### src/rtl/piso_tx_if.sv
// -----------------------------------------------------------------------------
// piso_tx_if
//   Symbol handshake bundle between a symbol source and the piso_tx serialiser.
//
//   Signals
//     din        N-bit parallel symbol              (source -> piso_tx)
//     din_valid  din/din_last are valid             (source -> piso_tx)
//     din_last   symbol closes its codeword         (source -> piso_tx)
//     din_ready  piso_tx can take a symbol          (piso_tx -> source)
//
//   Modports
//     master  symbol source side
//     slave   piso_tx side
// -----------------------------------------------------------------------------
interface piso_tx_if #(
    parameter int N = 8
) ();
    logic [N-1:0] din;
    logic         din_valid;
    logic         din_last;
    logic         din_ready;

    modport master (
        output din,
        output din_valid,
        output din_last,
        input  din_ready
    );

    modport slave (
        input  din,
        input  din_valid,
        input  din_last,
        output din_ready
    );
endinterface

### src/rtl/piso_tx.sv
// -----------------------------------------------------------------------------
// piso_tx
//   Parallel-in / serial-out transmitter for RS codeword symbols. Symbols taken
//   over a valid/ready handshake are shifted out MSB first, one bit per clock,
//   with a one-cycle strobe alongside each LSB so the downstream capture stage
//   can latch the whole symbol on the strobe's rising edge. A one-deep hold
//   register lets a source stream back to back with no gap between symbols.
//   Codeword boundaries (din_last) are tracked against SYMS_PER_CW.
//
//   Parameters
//     N            symbol width in bits (>= 2, so the strobe drops between symbols)
//     SYMS_PER_CW  expected symbols per codeword
//
//   Ports
//     clk         system clock, rising edge
//     rst_n       asynchronous active-low reset
//     s_if        symbol handshake (slave): din, din_valid, din_last, din_ready
//     serial_out  serial bit stream, MSB first
//     sym_strobe  high for the cycle carrying each symbol's LSB
//     cw_done     pulse with the strobe of a din_last symbol
//     len_err     pulse on a codeword length mismatch
//     busy        shifter or hold register occupied
// -----------------------------------------------------------------------------
module piso_tx #(
    parameter int N           = 8,
    parameter int SYMS_PER_CW = 255
) (
    input  logic         clk,
    input  logic         rst_n,
    piso_tx_if.slave     s_if,
    output logic         serial_out,
    output logic         sym_strobe,
    output logic         cw_done,
    output logic         len_err,
    output logic         busy
);

    localparam int BW = (N > 1) ? $clog2(N) : 1;
    localparam int CW = $clog2(SYMS_PER_CW + 1);
    localparam logic [BW-1:0] LAST_BIT = BW'(N - 1);
    localparam logic [CW-1:0] SYMS_C   = CW'(SYMS_PER_CW);

    typedef enum logic {
        IDLE  = 1'b0,
        SHIFT = 1'b1
    } state_t;

    state_t          state_q,    state_d;
    logic [BW-1:0]   bit_cnt_q,  bit_cnt_d;
    logic [N-1:0]    shift_q,    shift_d;
    logic            tag_q,      tag_d;
    logic [N-1:0]    hold_q,     hold_d;
    logic            hold_tag_q, hold_tag_d;
    logic            hold_vld_q, hold_vld_d;
    logic            ready_q,    ready_d;
    logic [CW-1:0]   sym_cnt_q,  sym_cnt_d;
    logic            serial_q,   serial_d;
    logic            strobe_q,   strobe_d;
    logic            cw_done_q,  cw_done_d;
    logic            len_err_q,  len_err_d;
    logic            busy_q,     busy_d;

    logic            last_bit;
    logic            accept;
    logic [CW-1:0]   cnt_inc;

    // State register: every output is a flop, so the next-state logic below
    // also computes what each output will show in the coming cycle.
    always_ff @(posedge clk or negedge rst_n) begin
        if (!rst_n) begin
            state_q    <= IDLE;
            bit_cnt_q  <= '0;
            shift_q    <= '0;
            tag_q      <= 1'b0;
            hold_q     <= '0;
            hold_tag_q <= 1'b0;
            hold_vld_q <= 1'b0;
            ready_q    <= 1'b0;
            sym_cnt_q  <= '0;
            serial_q   <= 1'b0;
            strobe_q   <= 1'b0;
            cw_done_q  <= 1'b0;
            len_err_q  <= 1'b0;
            busy_q     <= 1'b0;
        end else begin
            state_q    <= state_d;
            bit_cnt_q  <= bit_cnt_d;
            shift_q    <= shift_d;
            tag_q      <= tag_d;
            hold_q     <= hold_d;
            hold_tag_q <= hold_tag_d;
            hold_vld_q <= hold_vld_d;
            ready_q    <= ready_d;
            sym_cnt_q  <= sym_cnt_d;
            serial_q   <= serial_d;
            strobe_q   <= strobe_d;
            cw_done_q  <= cw_done_d;
            len_err_q  <= len_err_d;
            busy_q     <= busy_d;
        end
    end

    always_comb begin
        state_d    = state_q;
        bit_cnt_d  = bit_cnt_q;
        shift_d    = shift_q;
        tag_d      = tag_q;
        hold_d     = hold_q;
        hold_tag_d = hold_tag_q;
        hold_vld_d = hold_vld_q;
        sym_cnt_d  = sym_cnt_q;
        serial_d   = 1'b0;
        strobe_d   = 1'b0;
        cw_done_d  = 1'b0;
        len_err_d  = 1'b0;
        cnt_inc    = '0;

        last_bit = (state_q == SHIFT) && (bit_cnt_q == LAST_BIT);
        // ready_q mirrors ~hold_vld_q, so an accept can never overwrite the hold.
        accept   = s_if.din_valid & ready_q;

        if ((state_q == IDLE) || last_bit) begin
            // Shifter is free (or frees up this edge): refill it with no bubble.
            // A pending hold always wins; ready_q is low then, so no accept races it.
            bit_cnt_d = '0;
            if (hold_vld_q) begin
                state_d    = SHIFT;
                shift_d    = hold_q;
                tag_d      = hold_tag_q;
                hold_vld_d = 1'b0;
            end else if (accept) begin
                state_d = SHIFT;
                shift_d = s_if.din;
                tag_d   = s_if.din_last;
            end else begin
                state_d = IDLE;
            end
        end else begin
            bit_cnt_d = bit_cnt_q + BW'(1);
            if (accept) begin
                hold_d     = s_if.din;
                hold_tag_d = s_if.din_last;
                hold_vld_d = 1'b1;
            end
        end

        // Ready comes back only the cycle after the hold drains.
        ready_d = ~hold_vld_d;
        busy_d  = (state_d == SHIFT) | hold_vld_d;

        if (state_d == SHIFT) begin
            serial_d = shift_d[LAST_BIT - bit_cnt_d];
            strobe_d = (bit_cnt_d == LAST_BIT);
        end

        // Codeword accounting happens in the strobe cycle itself.
        if (strobe_d) begin
            cnt_inc = sym_cnt_q + CW'(1);
            if (tag_d) begin
                cw_done_d = 1'b1;
                len_err_d = (cnt_inc != SYMS_C);
                sym_cnt_d = '0;
            end else if (cnt_inc == SYMS_C) begin
                len_err_d = 1'b1;
                sym_cnt_d = '0;
            end else begin
                sym_cnt_d = cnt_inc;
            end
        end
    end

    assign s_if.din_ready = ready_q;
    assign serial_out     = serial_q;
    assign sym_strobe     = strobe_q;
    assign cw_done        = cw_done_q;
    assign len_err        = len_err_q;
    assign busy           = busy_q;

endmodule

### src/flat_wrapper.sv
// flat-port wrapper written by rule: the top's interface ports become plain ports
module piso_tx_flat 
#(
    parameter int N           = 8,
    parameter int SYMS_PER_CW = 255
)
  (clk, rst_n, serial_out, sym_strobe, cw_done, len_err, busy, s_if_din, s_if_din_valid, s_if_din_last, s_if_din_ready);
  piso_tx_if #(.N(N)) s_if_i ();
  input  logic clk;
  input  logic rst_n;
  output logic serial_out;
  output logic sym_strobe;
  output logic cw_done;
  output logic len_err;
  output logic busy;
  input wire logic [$bits(s_if_i.din)-1:0] s_if_din;
  input wire logic [$bits(s_if_i.din_valid)-1:0] s_if_din_valid;
  input wire logic [$bits(s_if_i.din_last)-1:0] s_if_din_last;
  output wire logic [$bits(s_if_i.din_ready)-1:0] s_if_din_ready;
  assign s_if_i.din = s_if_din;
  assign s_if_i.din_valid = s_if_din_valid;
  assign s_if_i.din_last = s_if_din_last;
  assign s_if_din_ready = s_if_i.din_ready;
  piso_tx #(.N(N), .SYMS_PER_CW(SYMS_PER_CW)) u_core (.clk(clk), .rst_n(rst_n), .s_if(s_if_i), .serial_out(serial_out), .sym_strobe(sym_strobe), .cw_done(cw_done), .len_err(len_err), .busy(busy));
endmodule
### config.mk
export PLATFORM = sky130hd
export DESIGN_NAME = piso_tx_flat
export DESIGN_NICKNAME = d
export VERILOG_FILES = /design/src/rtl/piso_tx_if.sv /design/src/rtl/piso_tx.sv /design/src/flat_wrapper.sv
export SDC_FILE = /design/constraint.sdc
export NUM_CORES = 1
export LEC_CHECK = 0
export CAP_MARGIN = 5
export CORE_MARGIN = 2
export CORE_UTILIZATION = 49
export CTS_BUF_LIST = sky130_fd_sc_hd__clkbuf_2
export DETAILED_ROUTE_END_ITERATION = 10
export GPL_TIMING_DRIVEN = 0
export HOLD_SLACK_MARGIN = 0.15
export PLACE_DENSITY = 0.73
export SYNTH_ARGS = -nofsm -noshare
export SYNTH_HDL_FRONTEND = slang
export SYNTH_SLANG_ARGS = --single-unit
### constraint.sdc
create_clock -name clk -period 2.1 [get_ports clk]
set_input_delay 0.21 -clock clk [delete_from_list [all_inputs] [get_ports clk]]
set_output_delay 0.21 -clock clk [all_outputs]
set_load 0.01 [all_outputs]
==> metrics.txt, run 1 <==
VDD IR-drop max=0.000646 V; power per cell area=1450 nW/um^2; Worst Skew=0.0174 ns; shortest period the worst path allows=2.04 ns; Yosys reg bits=37; floorplan row count=21; All-Layer GR Usage=0.195; worst-margin pin slew=0.786 ns; most frequent cells in the layout=dfrtp_1, nor2_1, clkdlybuf4s50_1; Setup Crit Path Kind=register to register; CTS clk-pin slew, worst paths=0.18 ns; Reg-to-Reg Start=u_core.sym_cnt_q[0]; Residual DRC=0; H-Tree Depth=2; WHS=0.425 ns; syn_nets=181; dpl cell area=2000 um^2; 1st-pass router iterations=6; routed vias/inst=5.61; NumNets Final=216; Max-slew headroom=0.476; share of cells above drive strength 1=0.249; diodes inserted=0; Post-Syn Instances=165; Post-synth EDFFs=0; Buffers on Ports=17; RSZ-0062 raised after global routing=true; largest fanout on the critical path=8; Syn Std Cell Area=1780 um^2; Root Driver=clkbuf_2; clock power share=0.130; via count=1386; count of cell types in the netlist=42; DIE HEIGHT=64.3 um; R2R cell count=6; critical path cell sequence=buf_6, nand4_1, or3_4, a221o_2, o21ai_4, o21ai_0; Clock Sinks=37; LEAKAGE=0.956 nW; Starting Density=0.521; Net Sw Frac=0.380; Slew Viols, Final=0; Core Box Area=3420 um^2; P&R area growth vs syn=26.8%; Filler Cell Count=261; dpl cells=228; initial antenna violation count=0; number of I/O pins=18; commonest non-fill, non-tap cell in the layout=dfrtp_1; Hold WC Path Type=primary input to async pin; first-pass GRT wire length=6180 um; TritonCTS clock tree=built; fin crit share=0.970; Cell Int Power=2.03 mW; Overflow after GRT=0; Final Non-Filler Cells=247; Comb power frac=0.504; Sw Pwr=1.24 mW; Arr. time, crit path=2.29 ns; number of CTS-inserted buffers=5; Max-Cap Viols=0; Post-Syn Area per Cell=10.8 um^2; Final Util=0.661; Setup-failing EPs final=0; vias in the first global route=1355; status=finished clean; Top FF cell, synth=dfrtp_1; WL final=3570 um; Startpoint Class=register; die width=64.3 um; final hold vios=0; crit-path max cell delay=0.48 ns; die footprint=4130 um^2; initial DRC count=90; Placer Congestion=0.979; post-route ant nets=0; yosys warns=0; post-DP HPWL=2360 um; share of power burned in registers=0.366; worst skew pair latency=0.38 ns; Routed WL per cell=14.5 um; R2R Path End=u_core.sym_cnt_q[5]; CTS max path bufs=2; largest net degree at the start of global routing=38; Critical Path RT=2.36 ns; Fin Setup TNS=0 ns; Setup crit end kind=register; R2R setup slack=0.06 ns; Seq/Total Area, Yosys=0.520; post-route design area=2260 um^2; Slowest cell on crit path=a221o_2; f_max=0.491 GHz; share of flip-flops with an asynchronous set or reset=1.00
==> layout make-up <==
type | count | area [um^2] | share of cell area
inverters | 9 | 33.8 | 0.0150
flip-flops and latches | 37 | 928 | 0.411
plain buffers | 5 | 38.8 | 0.0172
repair buffers | 28 | 258 | 0.114
clock inverters | 2 | 33.8 | 0.0150
multi-input cells | 114 | 877 | 0.389
clock buffers | 6 | 30.0 | 0.0133
well taps | 46 | 57.6 | 0.0255
==> worst max path at each step <==
stage	cells after the start	to	slack (ns)	start
floorplan	9	u_core.sym_cnt_q[3]	0.12	u_core.bit_cnt_q[0]
global placement	9	u_core.sym_cnt_q[2]	-0.24	u_core.bit_cnt_q[0]
detailed placement	9	u_core.sym_cnt_q[3]	-0.30	u_core.bit_cnt_q[0]
CTS	7	u_core.serial_out	0.01	u_core.bit_cnt_q[0]
global route	6	u_core.sym_cnt_q[4]	-0.03	u_core.sym_cnt_q[0]
finish	6	u_core.sym_cnt_q[5]	0.06	u_core.sym_cnt_q[0]
==> timing repair <==
item                       CTS  global route
pin swaps                    1             8
hold buffers                 1             0
gates resized for setup      9            20
setup buffers                2             8
setup endpoints to repair   22            19
hold endpoints to repair    37             0
==> cells in the mapped netlist (2+ instances only) <==
cell,instances,share of area
o21ai_0,3,0.0084
nand2_1,11,0.023
mux2i_1,7,0.039
o211ai_1,3,0.013
nand4b_1,2,0.0098
a2111oi_0,3,0.015
mux2_2,11,0.070
dfrtp_1,37,0.52
ha_1,4,0.028
and2_1,2,0.0070
nor2_1,17,0.036
nand2b_1,3,0.011
o31ai_1,2,0.0084
o2111ai_1,5,0.025
nand4_1,5,0.018
clkbuf_1,3,0.0063
a21oi_1,8,0.022
inv_1,8,0.017
nand3_1,6,0.017
nor2b_1,3,0.011
==> cells by family (layout without fill, tap and decap cells) <==
kind of cell / Yosys count / in the layout / synth area share
and+or+nand+nor: 56 / 56 / 0.162
AOI/OAI and AO/OA: 35 / 35 / 0.143
buffers and inverters: 14 / 50 / 0.0323
DFF: 37 / 37 / 0.520
xor gates and xnor gates: 1 / 1 / 0.00492
muxes: 18 / 18 / 0.109
adders and majority gates: 4 / 4 / 0.0281
==> worst max-delay path: cells and delay by family, from the launching register on <==
kind,cells,cell delay (ns)
flops,1,0.46
buf+inv,1,0.11
compound gates,3,0.88
simple gates,2,0.47
==> power by group through the flow <==
stage	Sequential (mW)	Clock, mW	Combinational [mW]
2_1_floorplan	1.17	0	0.961
5_1_grt	1.24	0.486	1.83
3_3_place_gp	1.18	0	1.29
4_1_cts	1.18	0.437	1.44
3_5_place_dp	1.19	0	1.33
6_report	1.20	0.425	1.65
==> per-layer routing <==
| layer | wire length (um) | vias to the layer above | share of wire | track usage |
|---|---|---|---|---|
| li1 | - | 677 | - | - |
| met2 | 1750 | 29 | 0.49 | 0.307 |
| met1 | 1560 | 666 | 0.44 | 0.257 |
| met3 | 139 | 14 | 0.039 | 0.0458 |
| met5 | 0 | - | 0 | 0 |
| met4 | 116 | 0 | 0.032 | 0.0824 |
==> per-stage QoR <==
step	worst slack (ns)	power [mW]
finish	0.0633	3.28
global route	-0.0253	3.55
CTS	0.0121	3.06
detailed placement	-0.300	2.52
global placement	-0.240	2.47
floorplan	0.118	2.13
==> flip-flops by register name (all words and copies together), names as in the netlist, 3 cells and up <==
name and flops:
u_core.bit_cnt_q 3, u_core.hold_q 8, u_core.shift_q 8, u_core.sym_cnt_q 8
(Power assumes the default switching activity.)
==> run 2: changes to the inputs <==
--- a/config.mk
+++ b/config.mk
@@ -12,7 +12,7 @@
 export DETAILED_ROUTE_END_ITERATION = 10
 export GPL_TIMING_DRIVEN = 0
 export HOLD_SLACK_MARGIN = 0.15
-export PLACE_DENSITY = 0.73
+export PLACE_DENSITY = 0.7
 export SYNTH_ARGS = -nofsm -noshare
 export SYNTH_HDL_FRONTEND = slang
 export SYNTH_SLANG_ARGS = --single-unit
==> constraint.sdc (replaced) <==
create_clock -name clk -period 2.6 [get_ports clk]
set_input_delay 0.26 -clock clk [delete_from_list [all_inputs] [get_ports clk]]
set_output_delay 0.26 -clock clk [all_outputs]
set_load 0.01 [all_outputs]
==> metrics.txt, run 2 (synthesized netlist as in run 1, its figures left out) <==
status=finished clean; commonest non-fill, non-tap cell in the layout=dfrtp_1; power per cell area=1120 nW/um^2 (-23%); Core Box Area=3420 um^2 (unchanged); Top Registers=u_core.hold_q (8), u_core.shift_q (8), u_core.sym_cnt_q (8); DIE HEIGHT=64.3 um (unchanged); CTS clk-pin slew, worst paths=0.16 ns (-0.02 ns); Setup-failing EPs final=0 (unchanged); floorplan row count=21 (unchanged); VDD IR-drop max=0.000478 V (-26%); most frequent cells in the layout=dfrtp_1, nor2_1, clkdlybuf4s50_1; first-pass GRT wire length=6110 um (-1.2%); Clock Sinks=37 (unchanged); post-DP HPWL=2450 um (+3.8%); Hold WC Path Type=primary input to async pin; Worst Skew=0.00741 ns (-0.00995 ns); RSZ-0062 raised after global routing=false; CTS max path bufs=2 (unchanged); Max-slew headroom=0.450 (-0.0253); Overflow after GRT=0 (unchanged); Residual DRC=0 (unchanged); number of CTS-inserted buffers=5 (unchanged); f_max=0.422 GHz (-14%); Placer Congestion=0.839 (-14%); largest fanout on the critical path=10 (+2); share of cells above drive strength 1=0.151 (-0.0977); NumNets Final=209 (-3.2%); fin crit share=0.911 (-0.0586); Max-Cap Viols=0 (unchanged); Routed WL per cell=14.8 um (+2.0%); via count=1358 (-2.0%); Critical Path RT=2.89 ns (+0.53 ns); initial antenna violation count=0 (unchanged); vias in the first global route=1365 (+0.74%); final hold vios=0 (unchanged); initial DRC count=102 (+13%); Setup crit end kind=register; shortest period the worst path allows=2.37 ns (+0.333 ns); Fin Setup TNS=0 ns (unchanged); die footprint=4130 um^2 (unchanged); Buffers on Ports=17 (unchanged); post-route ant nets=0 (unchanged); WL final=3510 um (-1.7%); Filler Cell Count=306 (+17%); WHS=0.502 ns (+0.0769 ns); LEAKAGE=0.890 nW (-6.9%); worst-margin pin slew=0.824 ns (+0.0379 ns); All-Layer GR Usage=0.193 (-0.00203); H-Tree Depth=2 (unchanged); Root Driver=clkbuf_2; Setup Crit Path Kind=register to register; TritonCTS clock tree=built; die width=64.3 um (unchanged); P&R area growth vs syn=16.2%; largest net degree at the start of global routing=38 (unchanged); Slew Viols, Final=0 (unchanged); Arr. time, crit path=2.66 ns (+0.37 ns); 1st-pass router iterations=5 (-1); routed vias/inst=5.71 (+1.7%); number of I/O pins=18 (unchanged); Startpoint Class=register; Starting Density=0.521 (unchanged); diodes inserted=0 (unchanged); worst skew pair latency=0.36 ns (-0.02 ns)
run 2: cell count changes in the layout (fill, tap and decap cells not counted), moves of 2 or more:
cell       previous run  this run
a2111oi_0             1         3
buf_4                 9         4
buf_6                 4         0
clkbuf_1              1         3
clkbuf_2              7         5
dfrtp_1              35        37
dfrtp_2               2         0
ha_1                  1         4
ha_4                  2         0
run 2: critical path, cell delays in order, from the launching register on:
cell       delay, ns
dfrtp_1         0.45
ha_1            0.22
ha_1            0.19
nor2b_1         0.11
clkbuf_1        0.30
nor2_2          0.16
mux2i_1         0.31
buf_2           0.28
o2111ai_1       0.16
o211ai_1        0.12
run 2: metal layers:
metal  global-route usage  vias up  routed length [um]
li1                     -      650                   -
met1                0.251      663                1620
met2                0.307       43                1690
met3               0.0546        2                 182
met4               0.0691        0                  20
met5                    0        -                   0
run 2: what timing repair did:
| action | 4_1_cts | 5_1_grt |
|---|---|---|
| gates resized for setup | 0 | 1 |
| hold buffers | 1 | 0 |
| setup endpoints to repair | 0 | 4 |
| setup buffers | 0 | 3 |
| endpoints found under the hold margin | 37 | 0 |
run 2: cell type report:
class,count,area (um^2),area share
multi-input combinational,114,800,0.387
tap,46,57.6,0.0278
inverter,9,33.8,0.0163
timing repair buffer,21,198,0.0956
clock buffer,5,25.0,0.0121
sequential,37,926,0.448
buffer,5,23.8,0.0115
clock inverter,1,5.00,0.00242
run 2: path summary, 6_finish.rpt:
kind	start	endpoint	slack (ns)	depth (start not counted)
max in group asynchronous	rst_n	u_core.sym_cnt_q[2]	1.58	2
worst max-delay path	u_core.bit_cnt_q[0]	u_core.sym_cnt_q[2]	0.23	9
worst min register to register	u_core.hold_tag_q	u_core.hold_tag_q	0.52	1
worst min-delay path	rst_n	u_core.state_q	0.50	2
min in group clk	s_if_din[3]	u_core.hold_q[3]	0.52	2
worst max register to register	u_core.bit_cnt_q[0]	u_core.sym_cnt_q[2]	0.23	9
run 2: per-stage QoR:
stage	power [mW]	worst slack, ns	cell area (um^2)	util	std cells
finish	2.31	0.231	2070	0.605	238
global route	2.50	0.0306	2070	0.605	238
CTS	2.28	0.136	2040	0.598	235
detailed placement	2.04	0.204	2000	0.586	228
global placement	1.98	0.230	2010	0.588	228
floorplan	1.72	0.618	1780	-	165
run 2: power breakdown:
part	internal (mW)	total [mW]	leakage [nW]	switching (mW)
Sequential	0.821	0.952	0.423	0.131
Combinational	0.512	1.13	0.442	0.615
Clock	0.0550	0.229	0.0247	0.174
Total	1.39	2.31	0.890	0.921
